--- src/rtl/riscv_mmu_arb.sv ---
// rtl/riscv_mmu_arb.sv - instruction/data arbiter in front of the MMU CPU port
// Optional RISCV_MMU_ARB_RR_EN: round-robin tie break instead of data priority.
module riscv_mmu_arb #(
  parameter int XLEN = 64
) (
  input  logic            clk_i,
  input  logic            rst_i,
  input  logic            clr_i,
  input  logic            ireq_i,
  input  logic [XLEN-1:0] iadr_i,
  input  logic [2:0]      isize_i,
  input  logic            ilock_i,
  input  logic [2:0]      iprot_i,
  output logic [XLEN-1:0] iq_o,
  output logic            iack_o,
  input  logic            dreq_i,
  input  logic [XLEN-1:0] dadr_i,
  input  logic [2:0]      dsize_i,
  input  logic            dlock_i,
  input  logic [2:0]      dprot_i,
  input  logic            dwe_i,
  input  logic [XLEN-1:0] dd_i,
  output logic [XLEN-1:0] dq_o,
  output logic            dack_o,
  output logic            vreq_o,
  output logic [XLEN-1:0] vadr_o,
  output logic [2:0]      vsize_o,
  output logic            vlock_o,
  output logic [2:0]      vprot_o,
  output logic            vwe_o,
  output logic [XLEN-1:0] vd_o,
  input  logic [XLEN-1:0] vq_i,
  input  logic            vack_i
);

  typedef enum logic [2:0] {IDLE, GNT_I, GNT_D, LOCK_I, LOCK_D} state_e;

  state_e            state_q, state_d;
  logic              vreq_q, vreq_d;
  logic [XLEN-1:0]   vadr_q, vadr_d;
  logic [2:0]        vsize_q, vsize_d;
  logic              vlock_q, vlock_d;
  logic [2:0]        vprot_q, vprot_d;
  logic              vwe_q, vwe_d;
  logic [XLEN-1:0]   vd_q, vd_d;
  logic              take_i, take_d;
  logic              tie_d;

`ifdef RISCV_MMU_ARB_RR_EN
  // 1 when the most recent grant went to the data port
  logic last_d_q, last_d_d;

  assign tie_d = ~last_d_q;

  always_comb begin
    last_d_d = last_d_q;
    if (take_d) last_d_d = 1'b1;
    else if (take_i) last_d_d = 1'b0;
  end

  always_ff @(posedge clk_i or posedge rst_i) begin
    if (rst_i) last_d_q <= 1'b0;
    else       last_d_q <= last_d_d;
  end
`else
  assign tie_d = 1'b1;
`endif

  always_comb begin
    state_d = state_q;
    vreq_d  = vreq_q;
    vadr_d  = vadr_q;
    vsize_d = vsize_q;
    vlock_d = vlock_q;
    vprot_d = vprot_q;
    vwe_d   = vwe_q;
    vd_d    = vd_q;
    take_i  = 1'b0;
    take_d  = 1'b0;
    if (clr_i) begin
      state_d = IDLE;
      vreq_d  = 1'b0;
    end else begin
      case (state_q)
        IDLE: begin
          take_d = dreq_i & (~ireq_i | tie_d);
          take_i = ireq_i & ~take_d;
        end
        GNT_I: begin
          if (vack_i) begin
            vreq_d  = 1'b0;
            state_d = ilock_i ? LOCK_I : IDLE;
          end
        end
        GNT_D: begin
          if (vack_i) begin
            vreq_d  = 1'b0;
            state_d = dlock_i ? LOCK_D : IDLE;
          end
        end
        // A held lock reserves the bus for its owner until it drops the lock
        LOCK_I: begin
          take_i = ireq_i;
          if (!ireq_i && !ilock_i) state_d = IDLE;
        end
        LOCK_D: begin
          take_d = dreq_i;
          if (!dreq_i && !dlock_i) state_d = IDLE;
        end
        default: state_d = IDLE;
      endcase
      if (take_i) begin
        state_d = GNT_I;
        vreq_d  = 1'b1;
        vadr_d  = iadr_i;
        vsize_d = isize_i;
        vlock_d = ilock_i;
        vprot_d = iprot_i;
        vwe_d   = 1'b0;
        vd_d    = '0;
      end
      if (take_d) begin
        state_d = GNT_D;
        vreq_d  = 1'b1;
        vadr_d  = dadr_i;
        vsize_d = dsize_i;
        vlock_d = dlock_i;
        vprot_d = dprot_i;
        vwe_d   = dwe_i;
        vd_d    = dd_i;
      end
    end
  end

  always_ff @(posedge clk_i or posedge rst_i) begin
    if (rst_i) begin
      state_q <= IDLE;
      vreq_q  <= 1'b0;
      vadr_q  <= '0;
      vsize_q <= '0;
      vlock_q <= 1'b0;
      vprot_q <= '0;
      vwe_q   <= 1'b0;
      vd_q    <= '0;
    end else begin
      state_q <= state_d;
      vreq_q  <= vreq_d;
      vadr_q  <= vadr_d;
      vsize_q <= vsize_d;
      vlock_q <= vlock_d;
      vprot_q <= vprot_d;
      vwe_q   <= vwe_d;
      vd_q    <= vd_d;
    end
  end

  // Read data is broadcast; only the completion strobes are steered
  assign iq_o    = vq_i;
  assign dq_o    = vq_i;
  assign iack_o  = vack_i & (state_q == GNT_I) & ~clr_i;
  assign dack_o  = vack_i & (state_q == GNT_D) & ~clr_i;
  assign vreq_o  = vreq_q;
  assign vadr_o  = vadr_q;
  assign vsize_o = vsize_q;
  assign vlock_o = vlock_q;
  assign vprot_o = vprot_q;
  assign vwe_o   = vwe_q;
  assign vd_o    = vd_q;

endmodule

--- config.mk ---
export PLATFORM = sky130hd
export DESIGN_NAME = riscv_mmu_arb
export DESIGN_NICKNAME = d
export VERILOG_FILES = /design/src/rtl/riscv_mmu_arb.sv
export SDC_FILE = /design/constraint.sdc
export NUM_CORES = 1
export LEC_CHECK = 0
export CAP_MARGIN = 20
export CORE_AREA = 8 8 207 209
export CTS_BUF_LIST = sky130_fd_sc_hd__clkbuf_4 sky130_fd_sc_hd__clkbuf_8
export DETAILED_ROUTE_END_ITERATION = 10
export DIE_AREA = 0 0 215 217
export SYNTH_ARGS = -nofsm -noshare
export SYNTH_HDL_FRONTEND = slang
export SYNTH_SLANG_ARGS = --single-unit
--- constraint.sdc ---
create_clock -name clk_i -period 6.64 [get_ports clk_i]
set_clock_uncertainty 0.1 [all_clocks]
set_input_delay 1.328 -clock clk_i [delete_from_list [all_inputs] [get_ports clk_i]]
set_output_delay 1.328 -clock clk_i [all_outputs]
set_load 0.005 [all_outputs]
* Word-level counts from Yosys, hierarchy flattened *
Index checks and enable logic that the tools add are counted.

word-level totals
  logic and storage cells = 70
  bits in registers = 140
  input port bits = 277

operators by class
  mux-type cells = 31
  reduce and logical (&&, ||, !) cells = 15
  equality and inequality tests = 9
  bitwise gates (word level) = 7

operator list
  cell                                                                      number
  64-bit two-way mux                                                        4
  3-bit two-way mux                                                         12
  3-bit one-hot mux with 5 select lines                                     1
  1-bit two-way mux                                                         12
  5-bit by 3-bit inequality test with 1-bit output (second input constant)  2
  5-bit inequality test (second input constant)                             2
  4-bit nonzero test                                                        2
  3-bit by 2-bit equality test with 1-bit output (second input constant)    2
  1-bit AND                                                                 5
  5-bit AND reduction                                                       1
  1-bit zero test                                                           4
  4-bit inequality test (second input constant)                             1
  2-bit AND reduction                                                       2
  2-bit OR reduction                                                        2
  3-bit by 1-bit equality test with 1-bit output (second input constant)    1
  3-bit equality test (second input constant)                               1
  3-bit zero test                                                           1
  1-bit logical AND                                                         2
  2-bit two-way mux                                                         1
  1-bit NOT                                                                 2
  1-bit one-hot mux with 2 select lines                                     1
  2-bit nonzero test                                                        1

* Longest topological paths before layout *
Gate-level depths: netlist of the first run.

  depth after elaboration = 7
  gate-level depth with buffers = 7
  mapped depth without buffers = 4

* Worst setup path after synthesis of the first run *
No wires, ideal clock.

  path type = input-to-output
  start point = input port clr_i
  end point = output port iack_o
  data arrival time = 2.089 ns
  cell stages on the path = 3
  path buffers = 1
  path slack = 3.123 ns
  required time = 5.212 ns
  cell sequence = buf_4 or3_1 nor3b_1

between the ends
  longest elaborated chain between the ends = 2

ends and longest elaborated chain
  item                        RTL line  text
  start: declaration          8         input logic clr_i,
  1-bit NOT (no source line)  n/a
  1-bit AND                   160       assign iack_o = vack_i & (state_q == GNT_I) & ~clr_i;
  end: declaration            15        output logic iack_o,

No other way between the ends.

* Final worst setup path of the first run *
  start point = input port clr_i
  end point = output port dack_o

between the ends
  longest elaborated chain between the ends = 2

ends and longest elaborated chain
  item                        RTL line  text
  1-bit NOT (no source line)  n/a
  1-bit AND                   161       assign dack_o = vack_i & (state_q == GNT_D) & ~clr_i;
  end: declaration            24        output logic dack_o,

No other way between the ends.

==> impl_metrics.json, run 1 <==
{
  "status": "completed",
  "start_util_pct": 18.6,
  "antenna_found_initial": 0,
  "crit_type": "in2out",
  "gr-max-usage-layer": "met2",
  "grt_max_degree": 67,
  "gr-usage-met2_pct": 17.4,
  "hold_viol_final": 0,
  "root_buffer": "clkbuf_8",
  "synth_edf_count": 0,
  "drv_cap": 0,
  "pwr-share-seq_pct": 39.7,
  "power_leakage_nw": 4.47,
  "grt_overflow_total": 0,
  "synthToLayoutAreaGrowth_pct": 47.4,
  "diodes": 0,
  "layout_commonest_cell": "clkdlybuf4s50_1",
  "min_path_type": "reg2reg",
  "async_flop_share_pct": 100,
  "layout_common_cells": "clkdlybuf4s50_1 (351), dfrtp_1 (140), mux2_2 (72), mux2_4 (70), a22o_1 (65)",
  "timing.critical_path.buf_inv": 2,
  "slowest_delay_ps": 620,
  "cp.required_ps": 5210,
  "stdcell_area_um2": 10800,
  "grt_pass1_vias": 5812,
  "post_cts_resized": 0,
  "nets": 1037,
  "ys.warnings.count": 0,
  "tns_ps": 0,
  "fin_crit_ps": 4620,
  "finalNonFillerCells": 1297,
  "drt-total-wl_mm": 24.6,
  "drt_iter0_markers": 180,
  "maxSlewHeadroom_pct": 44.1,
  "switchingPower_mw": 0.854,
  "arrival_ps": 3190,
  "clock_latency_ps": 470,
  "track_usage_pct": 10.3,
  "cts_buffers": 17,
  "die_x_um": 215,
  "regArea_um2": 3500,
  "dr.pass1.iters": 4,
  "core_um2": 39500,
  "multiInputGateArea_um2": 2690,
  "portBuffers": 351,
  "die_y_um": 217,
  "crit_family": "buffers and inverters",
  "finalWorstSetupSlack_ps": 2020,
  "fillers": 4131,
  "fin_crit_sh_pct": 69.6,
  "startpoint_type": "input port",
  "core.rowCount": 73,
  "gp_congestion": 0.720,
  "power_frac_clock_pct": 23.8,
  "wl_per_cell_um": 19.0,
  "setup_viol": 0,
  "syn_nets": 821,
  "max_freq_ghz": 0.216,
  "slew_violations": 0,
  "place_inst": 1266,
  "viasPerCell": 3.87,
  "cts_sinks": 140,
  "worstMarginPinSlew_ps": 839,
  "final_layout_size_suffix_gt1_share_pct": 24.4,
  "synth.distinct_cells": 36,
  "ant_nets": 0,
  "ios": 544,
  "place_hpwl_mm": 18.8,
  "crit_top_cell": "clkdlybuf4s50_1",
  "syn_area_um2": 7360,
  "htree_levels": 4,
  "whs_ps": 403,
  "cp_slowest_cell": "clkdlybuf4s50_1",
  "cts_max_path_buffers": 2,
  "critPathMaxFanout": 9,
  "rsz0062_at_grt": "no",
  "ir_drop_v": 0.000144,
  "p_per_area_nw_per_um2": 280,
  "netlist_instances": 544,
  "clk_pin_slew_ps": 80,
  "vias": 5023,
  "p_comb_share_pct": 36.5,
  "p_int_mw": 2.19,
  "synth_ff_type": "dfrtp_1",
  "end_kind": "output pin",
  "post-route-util_pct": 27.5,
  "postSynthAreaPerCell_um2": 13.5,
  "cts_tree": "done",
  "postPlaceCellArea_um2": 10500,
  "ys_ff_latch": 140,
  "sw_frac_of_total_pct": 28.1,
  "grt_pass1_wl_mm": 36.9,
  "dp_worst_setup_slack_ps": 2030,
  "drcViolationCount": 0,
  "power_mw": 3.04,
  "grt_use_met3_pct": 6.05,
  "hold_buffers": 0,
  "die_area_um2": 46700,
  "use_met1_pct": 10.1,
  "cts_setup_buffers": 0,
  "cp_cell_sequence": "clkdlybuf4s50_1, or3_1, nor3b_1, clkdlybuf4s50_1",
  "seq_area_frac_synth_pct": 47.6
}
==> worst register-to-register path: stages, from the launching register on <==
cell and delay [ps]:
dfrtp_1 600, nand2b_1 330, nor2_4 170, buf_4 390
buf_4 560, mux2_2 460, mux2_4 260
==> power groups by stage <==
stage	clock network, mW	registers, mW	logic, mW
2_1_floorplan	0	1.21	0.505
3_3_place_gp	0	1.22	1.12
3_5_place_dp	0	1.21	1.13
4_1_cts	0.777	1.21	1.13
5_1_grt	0.805	1.23	1.18
6_report	0.724	1.21	1.11
==> sequential cells by signal, indices dropped and copies added (netlist names) <==
name / count
state_q: 3
vd_o: 64
vsize_o: 3
vwe_o: 1
vadr_o: 64
vprot_o: 3
vreq_o: 1
vlock_o: 1
==> final cells by class <==
class,count,share of cell area (%)
repair buffers,358,33.1
flip-flops and latches,140,32.3
multi-input cells,240,24.8
inverters,3,0.150
clock inverters,14,1.44
clock buffers,17,2.16
well taps,525,6.06
==> routing by layer <==
layer / wire length (um) / vias up
met3: 3060 / 44
li1: - / 2232
met1: 8720 / 2408
met2: 12100 / 339
met4: 776 / 0
met5: 0 / -
==> synth_stat cells (all sizes together), types with 2 or more instances <==
master / count / area, um^2
a22o: 65 / 569
clkbuf: 4 / 15.0
nor3: 4 / 20.0
inv: 3 / 11.3
nor3b: 2 / 15.0
mux2: 142 / 1860
buf: 157 / 1150
nor2: 3 / 13.8
dfrtp: 140 / 3500
a21oi: 4 / 23.8
==> worst paths after layout <==
| check | slack (ps) | from | to | depth (start not counted) |
|---|---|---|---|---|
| max in group asynchronous | 4220 | rst_i | vadr_o[22]$_DFFE_PP0P_ | 3 |
| worst min-delay path | 400 | vd_o[42]$_DFFE_PP0P_ | vd_o[42]$_DFFE_PP0P_ | 1 |
| worst max-delay path | 2020 | clr_i | dack_o | 4 |
| min in group asynchronous | 1080 | rst_i | vd_o[59]$_DFFE_PP0P_ | 2 |
| worst min register to register | 400 | vd_o[42]$_DFFE_PP0P_ | vd_o[42]$_DFFE_PP0P_ | 1 |
| worst max register to register | 3650 | state_q[0]$_DFFE_PP0P_ | vadr_o[5]$_DFFE_PP0P_ | 6 |
==> kinds of logic after synthesis <==
kind of cell | Yosys count | synth area share [%]
mux | 142 | 25.3
buf+inv | 164 | 16.0
compound gates | 79 | 9.46
simple gates | 18 | 1.50
xor+xnor | 1 | 0.119
flops | 140 | 47.6
(Power assumes the default switching activity.)
==> inputs of run 2 (changes only) <==
Clock period 6.64 ns to 4.7 ns, I/O delays scaled along.
==> run 2 against run 1 <==
Non-clock buffer count increased by 1. Global-route usage increased by 0.22 points. Largest power group unchanged. Worst setup slack got worse by 1200 ps.
==> impl_metrics.json, run 2 (synthesized netlist as in run 1, its figures left out) <==
{
  "status": "completed",
  "rsz0062_at_grt": "no",
  "power_leakage_nw": 4.48,
  "cts_tree": "done",
  "grt_pass1_wl_mm": 37.5,
  "final_layout_size_suffix_gt1_share_pct": 24.5,
  "drt-total-wl_mm": 25.3,
  "arrival_ps": 2810,
  "place_inst": 1267,
  "finalNonFillerCells": 1299,
  "die_area_um2": 46700,
  "grt_overflow_total": 0,
  "drcViolationCount": 0,
  "drt_iter0_markers": 115,
  "clk_pin_slew_ps": 80,
  "p_per_area_nw_per_um2": 401,
  "regArea_um2": 3500,
  "post_cts_resized": 0,
  "startpoint_type": "input port",
  "core.rowCount": 73,
  "layout_common_cells": "clkdlybuf4s50_1 (351), dfrtp_1 (140), mux2_2 (72), mux2_4 (70), a22o_1 (65)",
  "vias": 5020,
  "place_hpwl_mm": 18.9,
  "max_freq_ghz": 0.260,
  "ir_drop_v": 0.000179,
  "cts_buffers": 17,
  "portBuffers": 351,
  "min_path_type": "reg2reg",
  "post-route-util_pct": 27.6,
  "grt_pass1_vias": 5782,
  "ios": 544,
  "finalWorstSetupSlack_ps": 855,
  "viasPerCell": 3.86,
  "hold_viol_final": 0,
  "root_buffer": "clkbuf_8",
  "postPlaceCellArea_um2": 10500,
  "cts_max_path_buffers": 2,
  "cts_sinks": 140,
  "critPathMaxFanout": 9,
  "drv_cap": 0,
  "hold_buffers": 0,
  "dr.pass1.iters": 5,
  "ant_nets": 0,
  "worstMarginPinSlew_ps": 812,
  "cts_setup_buffers": 0,
  "diodes": 0,
  "multiInputGateArea_um2": 2690,
  "fillers": 4132,
  "crit_type": "in2out",
  "fin_crit_ps": 3850,
  "clock_latency_ps": 460,
  "die_y_um": 217,
  "track_usage_pct": 10.5,
  "core_um2": 39500,
  "die_x_um": 215,
  "maxSlewHeadroom_pct": 45.9,
  "stdcell_area_um2": 10900,
  "dp_worst_setup_slack_ps": 866,
  "layout_commonest_cell": "clkdlybuf4s50_1",
  "cp.required_ps": 3660,
  "grt_max_degree": 141,
  "synthToLayoutAreaGrowth_pct": 48.2,
  "gp_congestion": 0.724,
  "slew_violations": 0,
  "htree_levels": 4,
  "end_kind": "output pin",
  "wl_per_cell_um": 19.5,
  "setup_viol": 0,
  "start_util_pct": 18.6,
  "fin_crit_sh_pct": 81.8,
  "nets": 1038,
  "tns_ps": 0,
  "antenna_found_initial": 0
}
run 2: cell type report:
cell class	instances	share of cell area (%)
Multi-Input combinational cell	240	24.6
Tap cell	525	6.02
Clock inverter	12	1.48
Timing Repair Buffer	359	33.1
Inverter	3	0.138
Sequential cell	140	32.1
Clock buffer	20	2.47
run 2: final timing paths:
path                                   startpoint                      to  cells past startpoint  slack (ps)
setup / recovery                            clr_i                  dack_o                      4         850
hold / removal               vd_o[60]$_DFFE_PP0P_    vd_o[60]$_DFFE_PP0P_                      1         400
setup reg to reg           state_q[0]$_DFFE_PP0P_  vadr_o[44]$_DFFE_PP0P_                      5        2120
hold reg to reg              vd_o[60]$_DFFE_PP0P_    vd_o[60]$_DFFE_PP0P_                      1         400
max in group asynchronous                   rst_i  vadr_o[10]$_DFFE_PP0P_                      3        2940
min in group asynchronous                   rst_i  vadr_o[40]$_DFFE_PP0P_                      3         940
run 2: layer usage:
layer | vias up | track usage, % | part of all wire (%)
met5 | - | 0 | 0
met4 | 0 | 3.25 | 1.5
met3 | 14 | 6.71 | 13
met2 | 377 | 17.8 | 49
met1 | 2390 | 10.7 | 37
li1 | 2239 | - | -
run 2: worst max-delay path: stages:
cell and delay (ps):
clkdlybuf4s50_1 620, or3_1 490, nor3b_1 220, clkdlybuf4s50_1 540
run 2: through the flow:
stage | hold slack [ps] | total power [mW]
2_1_floorplan | 389 | 2.43
5_1_grt | 421 | 4.64
6_report | 405 | 4.37
4_1_cts | 409 | 4.48
3_5_place_dp | 381 | 3.32
3_3_place_gp | 381 | 3.31
run 2: where the power goes:
| part | switching [mW] | internal, mW |
|---|---|---|
| sequential | 0.186 | 1.51 |
| combinational | 0.482 | 1.10 |
| clock | 0.527 | 0.564 |
| total | 1.19 | 3.17 |
==> inputs of run 3 (changes only) <==
Clock period 4.7 ns to 4 ns, I/O delays scaled along.
==> run 3 against run 2 <==
Global-route usage hardly changed. Critical path type unchanged. Sequential share of layout area is 0.056 points higher. Design area is 0.17% lower. Largest power group unchanged. Critical endpoint is now iack_o. Total power is 15% higher. Highest routed layer unchanged.
==> impl_metrics.json, run 3 (synthesized netlist as in run 1, its figures left out) <==
{
  "status": "completed",
  "cts_sinks": 140,
  "crit_family": "buffers and inverters",
  "finalNonFillerCells": 1300,
  "p_per_area_nw_per_um2": 462,
  "cts_buffers": 17,
  "grt_max_degree": 89,
  "antenna_found_initial": 1,
  "clk_pin_slew_ps": 80,
  "slew_violations": 0,
  "viasPerCell": 3.89,
  "place_hpwl_mm": 19.4,
  "die_area_um2": 46700,
  "power_leakage_nw": 4.47,
  "clock_latency_ps": 460,
  "core.rowCount": 73,
  "end_kind": "output pin",
  "cp_cell_sequence": "clkdlybuf4s50_1, inv_1, or3_1, nor3b_1, clkdlybuf4s50_1",
  "drt-total-wl_mm": 25.6,
  "grt_pass1_wl_mm": 37.4,
  "wl_per_cell_um": 19.7,
  "hold_buffers": 0,
  "gp_congestion": 0.738,
  "tns_ps": 0,
  "rsz0062_at_grt": "no",
  "cp.required_ps": 3100,
  "place_inst": 1269,
  "min_path_type": "reg2reg",
  "post_cts_resized": 0,
  "arrival_ps": 2470,
  "core_um2": 39500,
  "htree_levels": 4,
  "fin_crit_ps": 3370,
  "drcViolationCount": 0,
  "start_util_pct": 18.6,
  "final_layout_size_suffix_gt1_share_pct": 24.5,
  "whs_ps": 403,
  "fin_crit_sh_pct": 84.3,
  "cts_max_path_buffers": 2,
  "track_usage_pct": 10.6,
  "hold_viol_final": 0,
  "ant_nets": 0,
  "drt_iter0_markers": 164,
  "dr.pass1.iters": 4,
  "slowest_delay_ps": 530,
  "critPathMaxFanout": 4,
  "drv_cap": 0,
  "worstMarginPinSlew_ps": 752,
  "ir_drop_v": 0.000224,
  "grt_pass1_vias": 5615,
  "root_buffer": "clkbuf_8",
  "die_x_um": 215,
  "cp_slowest_cell": "clkdlybuf4s50_1",
  "timing.critical_path.buf_inv": 3,
  "layout_commonest_cell": "clkdlybuf4s50_1",
  "crit_top_cell": "clkdlybuf4s50_1",
  "maxSlewHeadroom_pct": 49.9,
  "layout_common_cells": "clkdlybuf4s50_1 (351), dfrtp_1 (140), mux2_2 (72), mux2_4 (70), a22o_1 (65)",
  "crit_type": "in2out",
  "startpoint_type": "input port",
  "cts_setup_buffers": 0,
  "nets": 1040,
  "max_freq_ghz": 0.297,
  "portBuffers": 351,
  "vias": 5052,
  "ios": 544,
  "grt_overflow_total": 0,
  "die_y_um": 217,
  "post-route-util_pct": 27.6,
  "cts_tree": "done",
  "setup_viol": 0,
  "synthToLayoutAreaGrowth_pct": 47.9
}
## run 3: layout make-up
class                   instances  area, um^2
clock buffers                  19         262
well taps                     525         657
diodes                          1        2.50
fillers                      4122       28600
repair buffers                361        3640
inverters                       3        15.0
multi-input cells             240        2690
clock inverters                11         120
flip-flops and latches        140        3500
## run 3: power breakdown
| part | internal (mW) | switching [mW] |
|---|---|---|
| sequential | 1.77 | 0.213 |
| combinational | 1.30 | 0.568 |
| clock | 0.578 | 0.605 |
## run 3: path summary, 6_finish.rpt
check | start | endpoint | slack, ps | depth (start not counted)
setup / recovery | vack_i | iack_o | 630 | 5
hold reg to reg | vd_o[33]$_DFFE_PP0P_ | vd_o[33]$_DFFE_PP0P_ | 400 | 1
setup reg to reg | state_q[0]$_DFFE_PP0P_ | vprot_o[0]$_DFFE_PP0P_ | 1540 | 5
max in group asynchronous | rst_i | vadr_o[11]$_DFFE_PP0P_ | 2620 | 3
hold / removal | vd_o[33]$_DFFE_PP0P_ | vd_o[33]$_DFFE_PP0P_ | 400 | 1
min in group asynchronous | rst_i | vadr_o[42]$_DFFE_PP0P_ | 670 | 3
## run 3: routing by layer
| layer | vias up | global-route usage [%] | wire length (um) |
|---|---|---|---|
| li1 | 2241 | - | - |
| met1 | 2403 | 10.7 | 9340 |
| met2 | 384 | 17.6 | 12400 |
| met3 | 24 | 6.99 | 3370 |
| met4 | 0 | 3.38 | 535 |
| met5 | - | 0 | 0 |
## run 3: through the flow
step,instance area (um^2),setup WS (ps),total power [mW]
6_report,10900,629,5.03
5_1_grt,10900,538,5.34
4_1_cts,10900,618,5.16
3_5_place_dp,10500,630,3.90
3_3_place_gp,10500,588,3.90
2_1_floorplan,7360,1350,2.85
